[config.mk]
export PLATFORM = sky130hd
export DESIGN_NAME = arit_unit
export DESIGN_NICKNAME = d
export VERILOG_FILES = /design/src/rtl/arit_pkg.sv /design/src/rtl/arit_addsub.sv /design/src/rtl/arit_unit.sv
export SDC_FILE = /design/constraint.sdc
export NUM_CORES = 1
export LEC_CHECK = 0
export BUFFER_PORTS_ARGS = -buffer_cell sky130_fd_sc_hd__buf_2
export CAP_MARGIN = 10
export CORE_MARGIN = 8
export CORE_UTILIZATION = 45
export CTS_CLUSTER_SIZE = 20
export DETAILED_ROUTE_END_ITERATION = 10
export GPL_TIMING_DRIVEN = 0
export PLACE_DENSITY = 0.73
export SETUP_SLACK_MARGIN = 0.5
export SLEW_MARGIN = 20
export SYNTH_ARGS = -nofsm -noshare
export SYNTH_HDL_FRONTEND = slang
export SYNTH_HIERARCHICAL = 1
export SYNTH_SLANG_ARGS = --single-unit
[constraint.sdc]
create_clock -name i_clk -period 3.8 [get_ports i_clk]
set_input_delay 0.76 -clock i_clk [delete_from_list [all_inputs] [get_ports i_clk]]
set_output_delay 0.76 -clock i_clk [all_outputs]
set_load 0.005 [all_outputs]
[src/rtl/arit_pkg.sv]
// Shared constants and helpers for the accumulator datapath arithmetic unit.
package arit_pkg;

  localparam int unsigned DFLT_NB_DATA = 16;
  localparam int unsigned DFLT_NB_OP   = 5;

  localparam logic [DFLT_NB_OP-1:0] OP_ADD  = 5'b00100;
  localparam logic [DFLT_NB_OP-1:0] OP_ADDI = 5'b00101;
  localparam logic [DFLT_NB_OP-1:0] OP_SUB  = 5'b00110;
  localparam logic [DFLT_NB_OP-1:0] OP_SUBI = 5'b00111;

  // Bit 1 separates the subtract pair from the add pair among legal opcodes.
  function automatic logic is_sub(input logic [DFLT_NB_OP-1:0] op);
    return op[1];
  endfunction

endpackage

[src/rtl/arit_addsub.sv]
// Combinational adder/subtractor with unsigned carry/borrow and signed overflow.
module arit_addsub #(
  parameter int unsigned NB_DATA = 16
) (
  input  logic [NB_DATA-1:0] a,
  input  logic [NB_DATA-1:0] b,
  input  logic               sub,
  output logic [NB_DATA-1:0] sum,
  output logic               carry,
  output logic               ovf
);

  logic [NB_DATA:0]   full;
  logic [NB_DATA-1:0] b_eff;
  logic               a_msb;
  logic               b_msb;
  logic               s_msb;

  always_comb begin
    b_eff = sub ? ~b : b;
    full  = {1'b0, a} + {1'b0, b_eff} + {{NB_DATA{1'b0}}, sub};
    sum   = full[NB_DATA-1:0];
    a_msb = a[NB_DATA-1];
    b_msb = b[NB_DATA-1];
    s_msb = full[NB_DATA-1];
    // For subtraction the raw carry-out means "no borrow", so invert it.
    carry = sub ? ~full[NB_DATA] : full[NB_DATA];
    if (sub) begin
      ovf = (a_msb != b_msb) && (s_msb != a_msb);
    end else begin
      ovf = (a_msb == b_msb) && (s_msb != a_msb);
    end
  end

endmodule

[src/rtl/arit_unit.sv]
// Arithmetic unit: opcode decode, add/sub, and one registered result/flag stage.
module arit_unit
  import arit_pkg::*;
#(
  parameter int unsigned NB_DATA = DFLT_NB_DATA,
  parameter int unsigned NB_OP   = DFLT_NB_OP
) (
  input  logic               i_clk,
  input  logic               i_reset,
  input  logic               i_valid,
  input  logic [NB_DATA-1:0] i_ACC,
  input  logic [NB_DATA-1:0] i_DATA,
  input  logic [NB_OP-1:0]   i_OP,
  output logic [NB_DATA-1:0] o_RES,
  output logic               o_valid,
  output logic               o_zero,
  output logic               o_neg,
  output logic               o_carry,
  output logic               o_ovf,
  output logic               o_illegal
);

  logic               legal;
  logic               sub;
  logic [NB_DATA-1:0] sum;
  logic               carry;
  logic               ovf;

  logic [NB_DATA-1:0] res_d, res_q;
  logic               valid_d, valid_q;
  logic               zero_d, zero_q;
  logic               neg_d, neg_q;
  logic               carry_d, carry_q;
  logic               ovf_d, ovf_q;
  logic               illegal_d, illegal_q;

  always_comb begin
    legal = (i_OP == OP_ADD) || (i_OP == OP_ADDI) || (i_OP == OP_SUB) || (i_OP == OP_SUBI);
    sub   = is_sub(i_OP);
  end

  arit_addsub #(
    .NB_DATA(NB_DATA)
  ) u_addsub (
    .a    (i_ACC),
    .b    (i_DATA),
    .sub  (sub),
    .sum  (sum),
    .carry(carry),
    .ovf  (ovf)
  );

  // Illegal ops only raise the illegal flag; result and arithmetic flags hold.
  always_comb begin
    res_d     = res_q;
    zero_d    = zero_q;
    neg_d     = neg_q;
    carry_d   = carry_q;
    ovf_d     = ovf_q;
    illegal_d = illegal_q;
    valid_d   = i_valid;
    if (i_valid) begin
      if (legal) begin
        res_d     = sum;
        zero_d    = (sum == '0);
        neg_d     = sum[NB_DATA-1];
        carry_d   = carry;
        ovf_d     = ovf;
        illegal_d = 1'b0;
      end else begin
        illegal_d = 1'b1;
      end
    end
  end

  always_ff @(posedge i_clk) begin
    if (i_reset) begin
      res_q     <= '0;
      valid_q   <= 1'b0;
      zero_q    <= 1'b0;
      neg_q     <= 1'b0;
      carry_q   <= 1'b0;
      ovf_q     <= 1'b0;
      illegal_q <= 1'b0;
    end else begin
      res_q     <= res_d;
      valid_q   <= valid_d;
      zero_q    <= zero_d;
      neg_q     <= neg_d;
      carry_q   <= carry_d;
      ovf_q     <= ovf_d;
      illegal_q <= illegal_d;
    end
  end

  assign o_RES     = res_q;
  assign o_valid   = valid_q;
  assign o_zero    = zero_q;
  assign o_neg     = neg_q;
  assign o_carry   = carry_q;
  assign o_ovf     = ovf_q;
  assign o_illegal = illegal_q;

endmodule

# Yosys cells after proc, flatten, opt, wreduce, memory -nomap -nowiden
# Index checks and enable logic that the tools add are counted.
totals:
  regBits: 22
  output_inout_bits: 22
  inputBits: 40
  elab_cells: 29
op_classes:
  addsub: 2
  eq_ne: 7
  reduce_logical: 7
  bitwise: 2
  n_mux: 4
op_table:
  columns: ["cell", "n"]
  rows:
  - ["5-bit by 3-bit equality test with 1-bit output, second input constant", 4]
  - ["16-bit by 16-bit adder with 17-bit output", 1]
  - ["17-bit by 1-bit adder with 17-bit output", 1]
  - ["16-bit zero test", 1]
  - ["16-bit two-way mux", 1]
  - ["16-bit NOT", 1]
  - ["1-bit logical OR", 3]
  - ["1-bit two-way mux", 3]
  - ["1-bit logical AND", 2]
  - ["1-bit inequality test", 2]
  - ["2-bit AND reduction", 1]
  - ["1-bit equality test", 1]
  - ["1-bit NOT", 1]

# Logic depth before layout (Yosys ltp)
# Gate-level depths: netlist (run 1).
depth:
  ltp_word: 7
  depth_mapped: 13
  depth_no_buf: 12

# Hierarchy
# Netlist (run 1), hierarchy kept.
by_module_without_submodules:
  columns: ["module", "instances", "cells_per_inst", "seq_area_each_um2", "area_per_inst_um2"]
  rows:
  - ["arit_addsub", 1, 123, 0.0, 954.7]
  - ["arit_unit", 1, 95, 420.4, 779.5]

# Worst setup path before layout (run 1)
# No wires, ideal clock.
synth_timing:
  kind: "input -> register"
  start: "in i_OP[1]"
  end: "reg zero_q, in the netlist o_zero"
  arrival_time_ns: 3.321
  setup_slack_ns: 0.411
  required_time_ns: 3.731
  n_path_buf: 2
  setup_ns: 0.069
  stages: 13
  path_cell_list: "buf_6 -> clkbuf_1 -> xor2_1 -> ha_1 -> nand4_1 -> o221ai_2 -> nor3_2 -> o31a_2 -> nor3b_1 -> a311oi_1 -> nor4_1 -> nand4_1 -> o21ai_1"
synth_via:
  elab_cells_between_ends: 12
  classes_between: "add/sub: 2; eq/ne: 4; mux: 1; reduce/logical: 5"
synth_lines:
  columns: ["item", "line", "rtl"]
  rows:
  - ["from (decl)", "arit_unit.sv:13", "input logic [NB_OP-1:0] i_OP,"]
  - ["16-bit two-way mux", "arit_addsub.sv:20", "b_eff = sub ? ~b : b;"]
  - ["16-bit by 16-bit adder with 17-bit output", "arit_addsub.sv:21", "full = {1'b0, a} + {1'b0, b_eff} + {{NB_DATA{1'b0}}, sub};"]
  - ["17-bit by 1-bit adder with 17-bit output (*)", "arit_addsub.sv:21", null]
  - ["named net sum[13]", "arit_unit.sv:25", "logic [NB_DATA-1:0] sum;"]
  - ["16-bit zero test (*)", "arit_unit.sv:65", "zero_d = (sum == '0);"]
  - ["to (signal assigned)", "arit_unit.sv:88", "zero_q <= zero_d;"]
  - ["to (decl)", "arit_unit.sv:31", "logic zero_d, zero_q;"]
# The timed path passes the listed nets; every way through them passes the cells marked *.
# A chain may end at the register's enable or synchronous reset.

# Worst setup path in the final report (run 1)
# Same ends and word-level chain as after synthesis.

==> results summary, run 1 <==
The per-instance average area after synthesis is about 8.0 sq um. The worst reg-to-reg path cell count is 2. The number of search-and-repair iterations in the first detailed-routing pass came out at 4. The area growth from synthesis to layout came out at 30.4%.

The total count of max-transition violations in the final report came out at 0. In the synthesized netlist the dominant register cell turns out to be dfxtp_1. The via count of the first global-routing pass is approximately 1700. In this run the worst hold path is classified as flip-flop to flip-flop.

STA classifies the critical path startpoint as a primary input. Setup repair after global routing left no endpoint under its margin. The tool flagged a number of max-cap violations equal to 0. The pin count of the biggest net entering global routing is 13. The sink count of the clock tree came out at 21. The part of the power in registers came out at 32.4%.

The top-level port count is 62. Yosys printed 6 warnings. After synthesis the netlist holds a flip-flop and latch count of 21. The worst supply voltage drop on vdd came out at ~0.13 mV.

The cell sitting at the root of the clock tree is a clkbuf_8. The area of the die is around 6100 sq um. The required time at the endpoint of the critical path came out at 3.99 ns.

Dividing the detail-routed via count by the number of cells gives ~5.2. The global-route wire length before repair is 7530 um. Of all flip-flops after synthesis, the portion carrying an async set or reset was 0%. The depth of the worst hold-timing path is 2. After global routing the overflow that remains totals 0. The core footprint is ~3700 sq um.

For this block, the initial DRC count from the detailed router was 64. In this run the core area contains 22 standard-cell rows. The worst register-to-register path begins at o_carry. STA puts the critical path data arrival time at 3.34 ns. Wires add up to around 4500 um. The peak clock frequency supported by timing is between 300 and 400 MHz.

The weighted congestion reported at the end of routability-driven placement is roughly 0.9. The number of standard cells after synthesis is approximately 220. The post-route clock skew is 0 ns. The final period demand of the worst path is about 3.2 ns.

The die height is 78.1 um. The switching power came out at 263 uW. The worst setup path is captured at a flip-flop.

The post-synthesis instance area is around 1700 sq um. The worst slew margin relative to its limit is between 60% and 70%. The source of the worst hold timing path is o_RES[10]. The internal power came out at 451 uW. The floorplan step set the die width to between 70 and 80 um. The starting density of the core is between 40 and 50%. The antenna diode count is 0.

The clock latency on the worst-skew pair came out at approximately 0.25 ns. The proportion of total power due to net switching is roughly 37%. The number of antenna violations at the first check in global routing is 0. The count of antenna-violating nets left after detailed routing came out at 0. Dividing total power by cell area gives a power density of about 320 nW/um^2.

The end point of the most critical hold path is o_RES[10]. The endpoint of the worst-slack reg-to-reg timing path is o_carry. The number of enable flip-flop cells after synthesis came out at 0.

The largest fanout of any net on the critical path is 9. The final count of hold timing violations came out at 0. TritonCTS built the clock tree.

The actual slew at the worst max-slew pin came out at roughly 0.48 ns. The combinational cell fraction of total power is 47.4%. The run finished with clean final reports. The via count came out at between 1500 and 2000. The number of design rule violations left after detail routing is 0. The number of endpoints failing setup at the final stage came out at 0. The detailed placement HPWL came out at 3710 um. The number of distinct library cell variants in the gate-level netlist after synthesis is between 40 and 50. The H-tree depth reported by CTS is 1. The clock passes through at most 2 buffers. The power after layout came out at slightly above 700 uW. The first element of the critical path is i_OP[1]. The total negative slack for setup checks is 0 ns. The net count of the finished layout is roughly 350.

Counting every net in the synthesized netlist gives ~280. The cell leakage power is ~1.0 nW. In the finished design, the share of the clock period the worst path needs comes to 83.0%. The fraction of the yosys area taken by sequential cells is about 24%. Across every metal layer, demand over resource in global routing totals between 10 and 15%. The register-to-register setup slack is ~3.2 ns. The ratio of cells with drive above 1 in the final layout came out at between 30 and 40%.

The clock-pin slew on the worst setup and hold paths is 0.07 ns. The number of clock buffers inserted by TritonCTS is 3. The port buffer count is between 50 and 60.

The critical path in this run is classified as primary input to flip-flop. The proportion of power drawn by the clock network is between 20 and 25%. After detailed routing, the average wire length per cell comes to about 14 um.
-- metal layers --
| layer | share of wire, % | global-route usage [%] |
|---|---|---|
| met5 | 0 | 0 |
| met2 | 49 | 25.3 |
| met3 | 5.9 | 3.19 |
| met1 | 44 | 17.3 |
| met4 | 0.90 | 3.89 |
-- area by class of cell --
class | count | area, sq um
Fill cell | 374 | 1430
Multi-Input combinational cell | 179 | 1270
Sequential cell | 21 | 420
Timing Repair Buffer | 65 | 358
Buffer | 9 | 77.6
Tap cell | 48 | 60.1
Clock buffer | 3 | 41.3
Inverter | 9 | 33.8
Clock inverter | 1 | 5.00
-- Yosys cell counts, drive strengths merged, types with 3 or more instances --
master,count,area share [%]
buf,6,2.9
nand2,44,9.5
a21o,4,1.8
nand4,3,1.1
nor3,3,1.2
ha,16,12
clkbuf,3,0.65
xor2,21,11
xnor2,8,4.0
nand3,3,0.87
nor2b,3,1.1
inv,9,1.9
a21oi,30,8.7
o21ai,7,2.0
nor2,5,1.1
nor4,3,1.1
dfxtp,21,24
-- worst max-delay path, stage by stage --
cell,delay (ns)
buf_6,0.13
buf_12,0.14
xor2_1,0.17
ha_1,0.36
nand4_1,0.15
o221ai_4,0.27
nor3_4,0.06
o31a_2,0.39
nor3b_2,0.22
a311oi_2,0.08
nor4_2,0.34
nand4_1,0.13
o21ai_1,0.14
-- registers in the layout, indices dropped and copies added, names as in the netlist --
register / cells
o_RES: 16
o_carry: 1
o_illegal: 1
o_ovf: 1
o_valid: 1
o_zero: 1
-- how the worst max path moves through the flow --
| stage | end | slack, ns | cells after the start |
|---|---|---|---|
| floorplan | o_zero | 0.57 | 13 |
| global placement | o_zero | 0.18 | 13 |
| detailed placement | o_zero | 0.14 | 13 |
| CTS | o_zero | 0.53 | 13 |
| global route | o_zero | 0.47 | 12 |
| finish | o_zero | 0.65 | 13 |
-- cell families (layout without fill, tap and decap cells) --
group | Yosys count | after routing | share of synthesized area (%)
compound gates | 58 | 58 | 21.4
simple gates | 73 | 73 | 20.0
fa+ha+maj | 17 | 17 | 12.7
mux | 2 | 2 | 1.15
xor+xnor | 29 | 29 | 15.1
flops | 21 | 21 | 24.2
buf+inv | 18 | 87 | 5.48
-- placed cells by master, fill, tap and decap left out, drive strengths merged, types with 3 or more instances in the layout --
cell type / instances
buf: 71
nand2: 44
a21oi: 30
dfxtp: 21
xor2: 21
ha: 16
inv: 9
xnor2: 8
o21ai: 7
clkbuf: 6
nor2: 5
a21o: 4
nor2b: 3
nand4: 3
nand3: 3
nor4: 3
nor3: 3
-- repair_timing --
action / in CTS / in global routing
hold buffers: 0 / 0
gates cloned: 0 / 1
gates resized for setup: 0 / 13
setup buffers: 0 / 5
endpoints found under the setup margin: 1 / 1
pin swaps: 2 / 9
-- power groups by stage --
| stage | Sequential [mW] | Clock (mW) | Combinational (mW) |
|---|---|---|---|
| 3_3_place_gp | 0.236 | 0 | 0.300 |
| 6_report | 0.231 | 0.144 | 0.338 |
| 4_1_cts | 0.231 | 0.148 | 0.304 |
| 5_1_grt | 0.232 | 0.157 | 0.373 |
| 3_5_place_dp | 0.237 | 0 | 0.303 |
| 2_1_floorplan | 0.238 | 0 | 0.221 |
-- through the flow --
stage	area (sq um)	utilization, %	hold WS (ns)	setup WS [ns]	instances
final	2260	61.3	0.453	0.648	335
after CTS	2140	57.9	0.454	0.526	329
after floorplan	1740	-	0.453	0.569	218
after detailed placement	2090	56.7	0.444	0.144	325
after global placement	2090	56.7	0.440	0.179	325
after global routing	2260	61.3	0.472	0.468	335
(Power assumes the default switching activity.)
==> run 2: changes to the inputs <==
--- a/config.mk
+++ b/config.mk
@@ -12,7 +12,7 @@
 export CTS_CLUSTER_SIZE = 20
 export DETAILED_ROUTE_END_ITERATION = 10
 export GPL_TIMING_DRIVEN = 0
-export PLACE_DENSITY = 0.73
+export PLACE_DENSITY = 0.76
 export SETUP_SLACK_MARGIN = 0.5
 export SLEW_MARGIN = 20
 export SYNTH_ARGS = -nofsm -noshare
==> constraint.sdc (replaced) <==
create_clock -name i_clk -period 2.85 [get_ports i_clk]
set_input_delay 0.57 -clock i_clk [delete_from_list [all_inputs] [get_ports i_clk]]
set_output_delay 0.57 -clock i_clk [all_outputs]
set_load 0.005 [all_outputs]
==> results summary, run 2 (synthesized netlist as in run 1, its figures left out) <==
The area of the die came to 6100 sq um (unchanged). The die height came out at 78.1 um (unchanged). The ratio of cells with drive above 1 in the final layout came out at 46.7% (+16 points).

The total negative slack for setup checks was -0.0132 ns (-0.0132 ns). The number of clock buffers inserted by TritonCTS is 3 (unchanged). The most common cell after layout, fill and taps aside is buf_2. The number of flip-flops in the largest register is 16 (unchanged). In this design, the largest share of critical-path delay is due to compound AO/OA/AOI/OAI gates. The net count reported at finish was 364 (+5.5%).

The required time at the endpoint of the critical path came out at 3.04 ns (-0.95 ns). The worst setup path is captured at a flip-flop. The pin count of the biggest net entering global routing came out at 13 (unchanged).

The total count of max-transition violations in the final report came out at 0 (unchanged). The worst hold margin came to 0.447 ns (-0.00603 ns). The library cells used most frequently in the layout, excluding fill and tap cells, are buf_2 (60), nand2_1 (42), buf_4 (24). The proportion of total power due to net switching is 37.7% (+0.85 points). The number of design rule violations left after detail routing came out at 0 (unchanged). The internal power is 709 uW (+57%). The worst slew margin relative to its limit is 67.5% (-0.56 points). The switching power is 429 uW (+63%).

The number of endpoints failing setup at the final stage came out at 1 (+1). The placement-stage worst setup slack came out at -0.312 ns (-0.455 ns). The layout filler cell count was 306 (-18%). The per-cell via count in the routed design came out at 5.26 (+0.46%). The global-route wire length before repair came out at 7480 um (-0.64%). The combinational cell fraction of total power is 56.4% (+9.0 points).

The area growth from synthesis to layout is 52.8%. The most frequent cell on the critical path is a21o_1. The top-level port count was 62 (unchanged). The sink count of the clock tree is 21 (unchanged). The proportion of power drawn by the clock network is 16.5% (-3.7 points).

The routed length per placed instance came out at 14.9 um (+9.7%). The weighted congestion reported at the end of routability-driven placement was 0.886 (-0.10%). The worst path setup slack after routing is -0.0132 ns (-0.661 ns). The number of antenna violations at the first check in global routing was 0 (unchanged). The part of the power in registers is 27.1% (-5.3 points).

The run finished, with violations left. The worst supply voltage drop on vdd is 0.205 mV (+54%). By startpoint and endpoint, the worst setup path is classified as primary input to flip-flop. The ratio of total power to cell area is 429 nW/um^2 (+36%). The critical path goes through buf_12 > clkbuf_16 > xor2_1 > ha_1 > a21o_1 > a21o_1 > a21oi_2 > o31a_2 > buf_4 > a311oi_4 > nor4_2 > nand4_1 > o21ai_1. The all-layer global routing usage is 14.2% (-0.25 points). The number of search-and-repair iterations in the first detailed-routing pass came out at 4 (unchanged). The routed wire length is 5260 um (+16%). The sequential standard cell area was 420 sq um (unchanged). The core footprint came out at 3690 sq um (unchanged). The share of the clock period used by the worst path after layout is 100%.

The worst stage delay on the critical path came to 0.33 ns (-0.06 ns). The count of max-cap constraint violations is 0 (unchanged). The clock tree from TritonCTS is built. The clock latency on the worst-skew pair came out at 0.25 ns (about the same). The arrival time of the worst setup path is 3.05 ns (-0.29 ns). The cell with the biggest individual delay on the critical path is ha_1.

The detailed placement HPWL was 3600 um (-2.8%). The H-tree depth reported by CTS was 1 (unchanged). The horizontal die dimension came out at 78.1 um (unchanged).

The count of antenna-violating nets left after detailed routing came out at 0 (unchanged). The cell leakage power is 1.19 nW (+15%). The via count is 1861 (+6.2%). The multi-input logic area is 1490 sq um (+18%).

The post-route clock skew is 0 ns (unchanged). The number of rows in the core area is 22 (unchanged). The largest fanout of any net on the critical path is 7 (-2). The final period demand of the worst path came out at approximately 2.9 ns. The actual slew at the worst max-slew pin is 0.488 ns (+0.00961 ns).

Setup repair after global routing could not meet its margin everywhere. The min-delay analysis places its worst path in the category flip-flop to flip-flop. The checks that failed: setup timing. The number of design-rule violations left by the first detailed-router iteration is 92 (+44%). The clock-pin slew on the worst setup and hold paths is 0.07 ns (about the same). The tree is rooted in a clkbuf_8. The via count of the first global-routing pass is 1733 (+3.3%). The share of the core filled with cells is 71.8% (+11 points). The peak clock frequency supported by timing is roughly 350 MHz. The maximum count of clock buffers along a single path came out at 2 (unchanged). The startpoint type of the worst setup path is a primary input. The starting density of the core is 47.0% (unchanged). The number of buffer and inverter stages on the critical path was 3 (+1).

The final count of hold timing violations came out at 0 (unchanged). The port buffer count is 59 (unchanged). The global route total overflow came to 0 (unchanged).

The antenna diode count is 0 (unchanged).
## run 2: area by class of cell
class,instances,share of cell area [%]
Multi-Input combinational cell,179,56.3
Timing Repair Buffer,84,19.1
Sequential cell,21,15.9
Buffer,9,3.45
Tap cell,48,2.27
Clock buffer,3,1.56
Inverter,9,1.27
Clock inverter,1,0.189
## run 2: path summary, 6_finish.rpt
kind | from | end | slack [ns] | cells past startpoint
hold reg to reg | o_ovf | o_ovf | 0.45 | 2
setup reg to reg | o_RES[4] | o_RES[4] | 2.17 | 2
hold / removal | o_ovf | o_ovf | 0.45 | 2
setup / recovery | i_OP[1] | o_zero | -0.01 | 13
## run 2: metrics by stage
stage	cells	instance area, sq um	power (mW)
detailed placement	325	2140	0.732
global route	354	2650	1.20
CTS	342	2350	0.985
finish	354	2650	1.14
global placement	325	2140	0.726
floorplan	218	1790	0.625
## run 2: power groups by stage
stage / Sequential, mW / Clock (mW) / Combinational (mW)
6_report: 0.309 / 0.187 / 0.642
5_1_grt: 0.310 / 0.206 / 0.689
3_5_place_dp: 0.316 / 0 / 0.416
2_1_floorplan: 0.317 / 0 / 0.308
3_3_place_gp: 0.315 / 0 / 0.410
4_1_cts: 0.309 / 0.193 / 0.483
## run 2: repair_timing
action | 4_1_cts | 5_1_grt
setup buffers | 13 | 12
endpoints found under the setup margin | 10 | 12
hold buffers | 0 | 0
pin swaps | 16 | 35
gates resized for setup | 8 | 43
## run 2: tightest hold or removal path: stages (launching register included)
cell and delay [ns]:
dfxtp_1 0.31, nand2_1 0.05, a21oi_1 0.05
## run 2: layer usage
layer  routed length [um]  vias to the layer above  GRT usage [%]
li1                     -                      942              -
met1                 2170                      857           16.9
met2                 2640                       54           24.8
met3                  331                        8           3.08
met4                  118                        0           4.44
met5                    0                        -              0
